## config.mk

```make
export PLATFORM = sky130hd
export DESIGN_NAME = ps2_host_tx_flat
export DESIGN_NICKNAME = d
export VERILOG_FILES = /design/src/rtl/ps2_host_tx_if.sv /design/src/rtl/ps2_host_tx.sv /design/src/flat_wrapper.sv
export SDC_FILE = /design/constraint.sdc
export NUM_CORES = 1
export LEC_CHECK = 0
export ABC_AREA = 0
export CAP_MARGIN = 20
export CELL_PAD_IN_SITES_DETAIL_PLACEMENT = 1
export CELL_PAD_IN_SITES_GLOBAL_PLACEMENT = 2
export CORE_AREA = 10 10 103 105
export DETAILED_ROUTE_END_ITERATION = 12
export DIE_AREA = 0 0 113 115
export GPL_TIMING_DRIVEN = 0
export PLACE_DENSITY_LB_ADDON = 0.1
export SYNTH_ARGS = -nofsm -noshare
export SYNTH_HDL_FRONTEND = slang
export SYNTH_SLANG_ARGS = --single-unit
```

## constraint.sdc

```tcl
create_clock -name clk -period 3 [get_ports clk]
set_input_delay 0.6 -clock clk [delete_from_list [all_inputs] [get_ports clk]]
set_output_delay 0.6 -clock clk [all_outputs]
set_load 0.05 [all_outputs]
```

## src/rtl/ps2_host_tx_if.sv

```systemverilog
// ---------------------------------------------------------------------------
// ps2_host_tx_if
// Request/status bundle between a command source and the PS/2 host
// transmitter.
//   tx_valid   : source asks to send tx_data
//   tx_data    : command byte
//   tx_ready   : transmitter idle, a request this cycle is accepted
//   busy       : transfer in progress
//   done       : one-cycle end-of-transfer pulse
//   result     : valid with done (00 acked, 01 no ack, 10 timeout)
//   rx_inhibit : tells the receive path to ignore pad activity
// Handshake: a request is taken on a rising clk edge where tx_valid and
// tx_ready are both 1; tx_data is captured on that same edge. tx_valid seen
// while tx_ready is 0 has no effect.
// ---------------------------------------------------------------------------
interface ps2_host_tx_if;
  logic       tx_valid;
  logic [7:0] tx_data;
  logic       tx_ready;
  logic       busy;
  logic       done;
  logic [1:0] result;
  logic       rx_inhibit;

  modport master (
    output tx_valid, tx_data,
    input  tx_ready, busy, done, result, rx_inhibit
  );

  modport slave (
    input  tx_valid, tx_data,
    output tx_ready, busy, done, result, rx_inhibit
  );
endinterface

```

## src/rtl/ps2_host_tx.sv

```systemverilog
// ---------------------------------------------------------------------------
// ps2_host_tx
// Host-to-device PS/2 transmitter. Sends one command byte per request:
// inhibit (clock low), request-to-send (clock and data low), release the
// clock, shift out data/parity/stop on device clock falls, sample the ack,
// wait for the bus to go idle, then report the result.
// Ports:
//   clk, reset            : system clock, synchronous active-high reset
//   bus (slave)           : request/status bundle, see ps2_host_tx_if
//   ps2_clk_i, ps2_dat_i  : raw pad levels (asynchronous)
//   ps2_clk_oe, ps2_dat_oe: 1 pulls the pad low, 0 releases it
//   fsm_state             : current state encoding, for observation
// ---------------------------------------------------------------------------
module ps2_host_tx #(
  parameter int INHIBIT_CYCLES = 3000,
  parameter int REQ_CYCLES     = 16,
  parameter int TIMEOUT_CYCLES = 430000,
  parameter int FILTER_LEN     = 8
) (
  input  logic           clk,
  input  logic           reset,
  ps2_host_tx_if.slave   bus,
  input  logic           ps2_clk_i,
  input  logic           ps2_dat_i,
  output logic           ps2_clk_oe,
  output logic           ps2_dat_oe,
  output logic [2:0]     fsm_state
);

  localparam int PMAX = (INHIBIT_CYCLES > REQ_CYCLES) ? INHIBIT_CYCLES : REQ_CYCLES;
  localparam int PW   = $clog2(PMAX + 1);
  localparam int WW   = $clog2(TIMEOUT_CYCLES + 1);
  localparam int FW   = $clog2(FILTER_LEN + 1);

  localparam logic [PW-1:0] INH_LAST = PW'(INHIBIT_CYCLES - 1);
  localparam logic [PW-1:0] REQ_LAST = PW'(REQ_CYCLES - 1);
  localparam logic [WW-1:0] WD_LAST  = WW'(TIMEOUT_CYCLES - 1);
  localparam logic [FW-1:0] FLT_LAST = FW'(FILTER_LEN - 1);

  typedef enum logic [2:0] {
    S_IDLE, S_INHIBIT, S_REQ, S_SEND, S_ACK, S_WAIT_IDLE
  } state_t;

  state_t        state;
  logic          clk_s1, clk_s2, dat_s1, dat_s2;
  logic          clk_f, dat_f;
  logic [FW-1:0] clk_cnt, dat_cnt;
  logic [9:0]    shift;
  logic [3:0]    bit_cnt;
  logic [PW-1:0] phase_cnt;
  logic [WW-1:0] wd;
  logic          fall;
  logic          wait_ok;
  logic          wd_active;

  // The filtered clock drops on this edge: it is 1, the synchronized sample
  // is 0 and this is the last of the required run of differing samples.
  assign fall      = clk_f & ~clk_s2 & (clk_cnt == FLT_LAST);
  assign wait_ok   = (state == S_WAIT_IDLE) && clk_f && dat_f;
  assign wd_active = (state == S_SEND) || (state == S_ACK) || (state == S_WAIT_IDLE);

  assign bus.rx_inhibit = bus.busy;
  assign fsm_state      = state;

  // Pad synchronizers and glitch filters. The idle bus is high, so
  // everything resets to 1.
  always_ff @(posedge clk) begin
    if (reset) begin
      clk_s1  <= 1'b1;
      clk_s2  <= 1'b1;
      dat_s1  <= 1'b1;
      dat_s2  <= 1'b1;
      clk_f   <= 1'b1;
      dat_f   <= 1'b1;
      clk_cnt <= '0;
      dat_cnt <= '0;
    end else begin
      clk_s1 <= ps2_clk_i;
      clk_s2 <= clk_s1;
      dat_s1 <= ps2_dat_i;
      dat_s2 <= dat_s1;
      if (clk_s2 != clk_f) begin
        if (clk_cnt == FLT_LAST) begin
          clk_f   <= clk_s2;
          clk_cnt <= '0;
        end else begin
          clk_cnt <= clk_cnt + FW'(1);
        end
      end else begin
        clk_cnt <= '0;
      end
      if (dat_s2 != dat_f) begin
        if (dat_cnt == FLT_LAST) begin
          dat_f   <= dat_s2;
          dat_cnt <= '0;
        end else begin
          dat_cnt <= dat_cnt + FW'(1);
        end
      end else begin
        dat_cnt <= '0;
      end
    end
  end

  always_ff @(posedge clk) begin
    if (reset) begin
      state        <= S_IDLE;
      bus.tx_ready <= 1'b1;
      bus.busy     <= 1'b0;
      bus.done     <= 1'b0;
      bus.result   <= 2'b00;
      ps2_clk_oe   <= 1'b0;
      ps2_dat_oe   <= 1'b0;
      shift        <= '0;
      bit_cnt      <= '0;
      phase_cnt    <= '0;
      wd           <= '0;
    end else begin
      bus.done <= 1'b0;
      case (state)
        S_IDLE: begin
          if (bus.tx_valid && bus.tx_ready) begin
            shift        <= {1'b1, ~^bus.tx_data, bus.tx_data};
            bus.busy     <= 1'b1;
            bus.tx_ready <= 1'b0;
            ps2_clk_oe   <= 1'b1;
            phase_cnt    <= '0;
            state        <= S_INHIBIT;
          end else begin
            // Also where tx_ready comes back one cycle after done.
            bus.tx_ready <= 1'b1;
          end
        end
        S_INHIBIT: begin
          if (phase_cnt == INH_LAST) begin
            phase_cnt  <= '0;
            ps2_dat_oe <= 1'b1;   // start bit
            state      <= S_REQ;
          end else begin
            phase_cnt <= phase_cnt + PW'(1);
          end
        end
        S_REQ: begin
          if (phase_cnt == REQ_LAST) begin
            phase_cnt  <= '0;
            ps2_clk_oe <= 1'b0;   // hand the clock to the device
            bit_cnt    <= '0;
            state      <= S_SEND;
          end else begin
            phase_cnt <= phase_cnt + PW'(1);
          end
        end
        S_SEND: begin
          if (fall) begin
            ps2_dat_oe <= ~shift[0];
            shift      <= {1'b1, shift[9:1]};
            bit_cnt    <= bit_cnt + 4'd1;
            // The tenth fall puts the stop bit (released data) on the line.
            if (bit_cnt == 4'd9) state <= S_ACK;
          end
        end
        S_ACK: begin
          if (fall) begin
            bus.result <= dat_f ? 2'b01 : 2'b00;
            state      <= S_WAIT_IDLE;
          end
        end
        S_WAIT_IDLE: begin
          if (wait_ok) begin
            bus.done <= 1'b1;
            bus.busy <= 1'b0;
            state    <= S_IDLE;
          end
        end
        default: state <= S_IDLE;
      endcase

      // Watchdog: a fall always wins over expiry. Expiry overrides the
      // state updates above (later non-blocking assignment).
      if (state == S_REQ) begin
        wd <= '0;
      end else if (wd_active) begin
        if (fall || wait_ok) begin
          wd <= '0;
        end else if (wd == WD_LAST) begin
          wd         <= '0;
          ps2_clk_oe <= 1'b0;
          ps2_dat_oe <= 1'b0;
          bus.done   <= 1'b1;
          bus.result <= 2'b10;
          bus.busy   <= 1'b0;
          state      <= S_IDLE;
        end else begin
          wd <= wd + WW'(1);
        end
      end
    end
  end

endmodule

```

## src/flat_wrapper.sv

```systemverilog
// flat-port wrapper written by rule: the top's interface ports become plain ports
module ps2_host_tx_flat 
#(
  parameter int INHIBIT_CYCLES = 3000,
  parameter int REQ_CYCLES     = 16,
  parameter int TIMEOUT_CYCLES = 430000,
  parameter int FILTER_LEN     = 8
)
  (clk, reset, ps2_clk_i, ps2_dat_i, ps2_clk_oe, ps2_dat_oe, fsm_state, bus_tx_valid, bus_tx_data, bus_tx_ready, bus_busy, bus_done, bus_result, bus_rx_inhibit);
  ps2_host_tx_if bus_i ();
  input  logic clk;
  input  logic reset;
  input  logic ps2_clk_i;
  input  logic ps2_dat_i;
  output logic ps2_clk_oe;
  output logic ps2_dat_oe;
  output logic [2:0] fsm_state;
  input wire logic [$bits(bus_i.tx_valid)-1:0] bus_tx_valid;
  input wire logic [$bits(bus_i.tx_data)-1:0] bus_tx_data;
  output wire logic [$bits(bus_i.tx_ready)-1:0] bus_tx_ready;
  output wire logic [$bits(bus_i.busy)-1:0] bus_busy;
  output wire logic [$bits(bus_i.done)-1:0] bus_done;
  output wire logic [$bits(bus_i.result)-1:0] bus_result;
  output wire logic [$bits(bus_i.rx_inhibit)-1:0] bus_rx_inhibit;
  assign bus_i.tx_valid = bus_tx_valid;
  assign bus_i.tx_data = bus_tx_data;
  assign bus_tx_ready = bus_i.tx_ready;
  assign bus_busy = bus_i.busy;
  assign bus_done = bus_i.done;
  assign bus_result = bus_i.result;
  assign bus_rx_inhibit = bus_i.rx_inhibit;
  ps2_host_tx #(.INHIBIT_CYCLES(INHIBIT_CYCLES), .REQ_CYCLES(REQ_CYCLES), .TIMEOUT_CYCLES(TIMEOUT_CYCLES), .FILTER_LEN(FILTER_LEN)) u_core (.clk(clk), .reset(reset), .bus(bus_i), .ps2_clk_i(ps2_clk_i), .ps2_dat_i(ps2_dat_i), .ps2_clk_oe(ps2_clk_oe), .ps2_dat_oe(ps2_dat_oe), .fsm_state(fsm_state));
endmodule
```

Word level (Yosys, flattened, before mapping)
Cells that the tools add are included.
{"block": "totals", "reg_bits": 69, "inputBits": 13, "elab_cells": 124}
{"block": "op_classes", "muxes": 59, "n_bitwise": 6, "reduce_logical": 19, "eq_ne": 16, "addsub": 5}
{"cell": "$mux W19", "count": 2}
{"cell": "$mux W12", "count": 3}
{"cell": "$pmux W12 S3", "count": 1}
{"cell": "$mux W3", "count": 11}
{"cell": "$mux W1", "count": 26}
{"cell": "$mux W10", "count": 2}
{"cell": "$pmux W10 S2", "count": 1}
{"cell": "$add A19 B1 Y19 const B", "count": 1}
{"cell": "$eq A19 B19 Y1 const B", "count": 1}
{"cell": "$pmux W3 S6", "count": 1}
{"cell": "$add A12 B1 Y12 const B", "count": 1}
{"cell": "$add A4 B1 Y4 const B", "count": 3}
{"cell": "$eq A12 B12 Y1 const B", "count": 1}
{"cell": "$eq A12 B4 Y1 const B", "count": 1}
{"cell": "$mux W2", "count": 6}
{"cell": "$eq A4 B3 Y1 const B", "count": 2}
{"cell": "$mux W4", "count": 2}
{"cell": "$pmux W4 S2", "count": 1}
{"cell": "$reduce_xnor A8 Y1", "count": 1}
{"cell": "$eq A3 B2 Y1 const B", "count": 2}
{"cell": "$eq A3 B3 Y1 const B", "count": 2}
{"cell": "$ne A2 B1 Y1 const B", "count": 3}
{"cell": "$pmux W1 S2", "count": 3}
{"cell": "$reduce_and A2 Y1", "count": 3}
{"cell": "13 further kinds", "count": 25}

Longest topological paths before layout
{"block": "logic_depth", "ltp_word": 9, "ltp_mapped": 9, "ltp_nobuf": 7}

Worst setup path after synthesis
No wires, ideal clock.
{"block": "synth_path", "path_kind": "flip-flop to flip-flop", "from": "reg u_core.state[1] (netlist: u_core.fsm_state[1])", "to": "reg u_core.phase_cnt[10]", "setup_ps": 74, "path_slack_ps": 909, "arrival_time_ps": 2017, "path_stages_with_launch": 7, "t_required_ps": 2926, "cell_sequence": "dfxtp_1 > buf_6 > nor3b_1 > inv_1 > o21bai_4 > or3b_1 > a31oi_1"}
{"block": "synth_between", "elab_chain_cells": 3}
{"item": "start: declaration", "line_no": "ps2_host_tx.sv:44", "rtl": "state_t state;"}
{"item": "start signal: assignment", "line_no": "ps2_host_tx.sv:107", "rtl": "state <= S_IDLE;"}
{"item": "start signal: assignment", "line_no": "ps2_host_tx.sv:128", "rtl": "state <= S_INHIBIT;"}
{"item": "start signal: assignment", "line_no": "ps2_host_tx.sv:138", "rtl": "state <= S_REQ;"}
{"item": "$eq A3 B1 Y1 (tied with other cells)", "line_no": "ps2_host_tx.sv:120", "rtl": "case (state)"}
{"item": "$reduce_bool A3 Y1 (no source line) / $ne A2 B1 Y1 (equally long branches)"}
{"item": "$reduce_and A2 Y1 (no source line)"}
{"item": "end signal: assignment", "line_no": "ps2_host_tx.sv:140", "rtl": "phase_cnt <= phase_cnt + PW'(1);"}
{"item": "end signal: assignment", "line_no": "ps2_host_tx.sv:150", "rtl": "phase_cnt <= phase_cnt + PW'(1);"}
{"item": "end: declaration", "line_no": "ps2_host_tx.sv:50", "rtl": "logic [PW-1:0] phase_cnt;"}
Several ways; a longest one is shown, not always the timed one.
A chain may end at the register's enable or synchronous reset.

Worst setup path after layout
{"block": "layout_path", "from": "reg u_core.state[1] (netlist: u_core.fsm_state[1])", "to": "out fsm_state[1]"}
{"item": "end: declaration", "line_no": "flat_wrapper.sv:17", "rtl": "output logic [2:0] fsm_state;"}
No word-level cell between the ends.

==> impl_metrics.ini <==
[global_route]
grt.total_usage = 0.1247
grt_start_max_net_pins = 13
grt_pass1_vias = 2707
antenna_found_initial = 0
grt_first_pass_wirelength_mm = 13.53
overflow = 0

[finish]
antenna_cells = 0
fin_nets = 425
nFillCells = 1009
design_area_um2 = 3825
multiInputGateArea_um2 = 1779
seqCellArea_um2 = 1381
synthToLayoutAreaGrowth_pct = 17.35
fin_util = 0.4473
drive_above_1_share = 0.08802

[clock_network]
cts_buffers = 9
cts_hold_buf = 0
postCtsResizedCells = 0
cts_max_path_buffers = 2
cts_tree = built
clkTransAtPathRegs_ns = 0.08
clk_latency_ns = 0.35
cts_setup_buffers = 0
cts-root-buf = clkbuf_8
cts_sinks = 69
ctsHtreeMaxLevel = 3

[yosys]
avgSynthCellArea_um2 = 8.785
yosysWarnings = 0
synthDominantCellAreaShare = 0.4238
synthTopCellsByArea = dfxtp_1 42%, nor2_1 6.4%, xnor2_1 6.4%, nand2_1 5.3%, xor2_1 3.8%
ys_types = 54
synth_enable_flop_cells = 0
synth_nets = 392
syn_inst = 371
ys_ff_latch = 69
synthArstFlopShare = 0
ys_seq_area_frac = 0.4238
ys.flop_type = dfxtp_1
synth_area_um2 = 3259
synth_top_area_cell = dfxtp_1

[timing]
rsz0062_at_grt = no
tightest_slew_ns = 0.7601
max_clock_freq_mhz = 438.8
finClkSkew_ns = 0.01030
fin_tns_setup_ns = 0
hold_violations = 0
whs_ns = 0.4186
maxSlewViolCount = 0
fin_crit_ns = 2.279
min_period_over_period = 0.7596
setup_viol = 0
max_slew_margin = 0.4910

[critical_path]
crit_arrival_ns = 1.68
critPathMaxStageDelay_ns = 0.86
critPathSlowestCell = clkdlybuf4s50_1
path_delay_family = buffers and inverters
critPathBufInv = 1
crit_start = u_core.fsm_state[1]
worstReg2RegStart = u_core.phase_cnt[0]
endpoint_kind = output port
start_kind = flip-flop
crit_path_cell_trace = clkdlybuf4s50_1
worstSetupPathType = reg -> out
path_max_fanout = 6
cp.required_ns = 2.40

[floorplan]
core_um2 = 8551
ios = 24
die_area_um2 = 13000
initial_core_util = 0.3812
die_h_um = 115
die_w_um = 113
num_rows = 34

[power_and_ir_drop]
power.leakage_nw = 1.350
p_per_area_nw_per_um2 = 507.2
peakVddDrop_mv = 0.2403

[detailed_routing]
avgRoutedWirePerCell_um = 15.38
postRouteWirelength_mm = 7.951
vias = 2756
via_per_inst = 5.331
dr.pass1.iters = 4
ant_nets = 0
drc = 0
first_iter_violations = 84

[placed_design]
hpwl_mm = 5.870
gp_congestion = 0.7363
placed_area_um2 = 3615
io_buffers = 22

[worst_hold_path]
min_path_type = reg -> reg
hold_start = u_core.dat_s1

[run_status]
status = complete, no violations

[job]
cap_violations = 0
metrics by stage:
| step | instances | total power [W] | setup slack (ns) |
|---|---|---|---|
| 3_5_place_dp | 501 | 0.001151 | 0.5166 |
| 5_1_grt | 517 | 0.002029 | 0.5242 |
| 6_report | 517 | 0.001940 | 0.7213 |
| 2_1_floorplan | 371 | 0.001091 | 0.9089 |
| 4_1_cts | 517 | 0.001968 | 0.7053 |
| 3_3_place_gp | 501 | 0.001149 | 0.5218 |
worst reg2reg max path, stage by stage (launching register included):
cell and delay, ns:
dfxtp_1 0.41, ha_1 0.29, nor4bb_1 0.28, and3_1 0.28
o21bai_4 0.12, o21ai_1 0.55, nor2_1 0.12
placed cells by master, fill, tap and decap left out, drive strengths merged, types with 6 or more instances in the layout:
cell,synthesis,final
a311oi,9,9
and3,6,6
a21oi,10,10
inv,7,7
xnor2,24,24
nor2,57,57
ha,8,8
nand3,12,12
clkdlybuf4s50,0,22
nand2,46,46
dfxtp,69,69
buf,7,7
xor2,14,14
o21ai,6,6
nor3,13,13
nand4,12,12
clkbuf,5,16
path summary, 6_finish.rpt:
check                             end  slack (ns)  cells after the start
setup / recovery         fsm_state[1]        0.72                      1
hold / removal          u_core.dat_s2        0.42                      1
setup reg to reg  u_core.phase_cnt[0]        0.80                      6
hold reg to reg         u_core.dat_s2        0.42                      1
logic make-up (layout without fill, tap and decap cells):
logic type | Yosys count | after routing | share of synthesized area
compound gates | 47 | 47 | 0.1102
simple gates | 187 | 187 | 0.2937
xor+xnor | 38 | 38 | 0.1021
mux | 3 | 3 | 0.009213
fa+ha+maj | 8 | 8 | 0.03071
buf+inv | 19 | 57 | 0.03033
flops | 69 | 69 | 0.4238
cell type report:
cell class / instances / share of cell area
inverter: 7 / 0.006869
multi-input combinational: 283 / 0.4652
buffer: 12 / 0.01897
tap: 108 / 0.03533
timing repair buffer: 22 / 0.05757
sequential: 69 / 0.3611
clock inverter: 5 / 0.01537
clock buffer: 11 / 0.03958
state kept, by name, summed over array words and instances, names as in the netlist:
| name | cells |
|---|---|
| u_core.bit_cnt | 4 |
| u_core.bus.busy | 1 |
| u_core.bus.done | 1 |
| u_core.bus.result | 2 |
| u_core.bus.tx_ready | 1 |
| u_core.clk_cnt | 4 |
| u_core.clk_f | 1 |
| u_core.clk_s1 | 1 |
| u_core.clk_s2 | 1 |
| u_core.dat_cnt | 4 |
| u_core.dat_f | 1 |
| u_core.dat_s1 | 1 |
| u_core.dat_s2 | 1 |
| u_core.fsm_state | 3 |
| u_core.phase_cnt | 12 |
| u_core.ps2_clk_oe | 1 |
| u_core.ps2_dat_oe | 1 |
| u_core.shift | 10 |
| u_core.wd | 19 |
per-layer routing:
metal  track usage  vias to the layer above  part of all wire
li1              -                     1373                 -
met1        0.1557                     1346              0.48
met2        0.2062                       26              0.48
met3       0.02396                       11             0.022
met4       0.05076                        0             0.017
met5             0                        -                 0
synth_stat cells (5+ instances only):
master	count
nand3_1	12
nor3_1	13
nand2_1	46
nor2_1	56
inv_1	7
a311oi_1	9
and4_1	5
xor2_1	14
nand4_1	12
clkbuf_1	5
dfxtp_1	69
o21ai_0	5
and3_1	5
a31oi_1	5
xnor2_1	24
or2_2	5
ha_1	8
a21oi_1	10
power by group:
group / internal [W] / leakage [nW] / switching, W
logic: 0.0000716 / 0.689 / 0.0000988
clock network: 0.000430 / 0.102 / 0.000384
registers: 0.000940 / 0.560 / 0.0000166
Power figures use the tool's default switching activity.
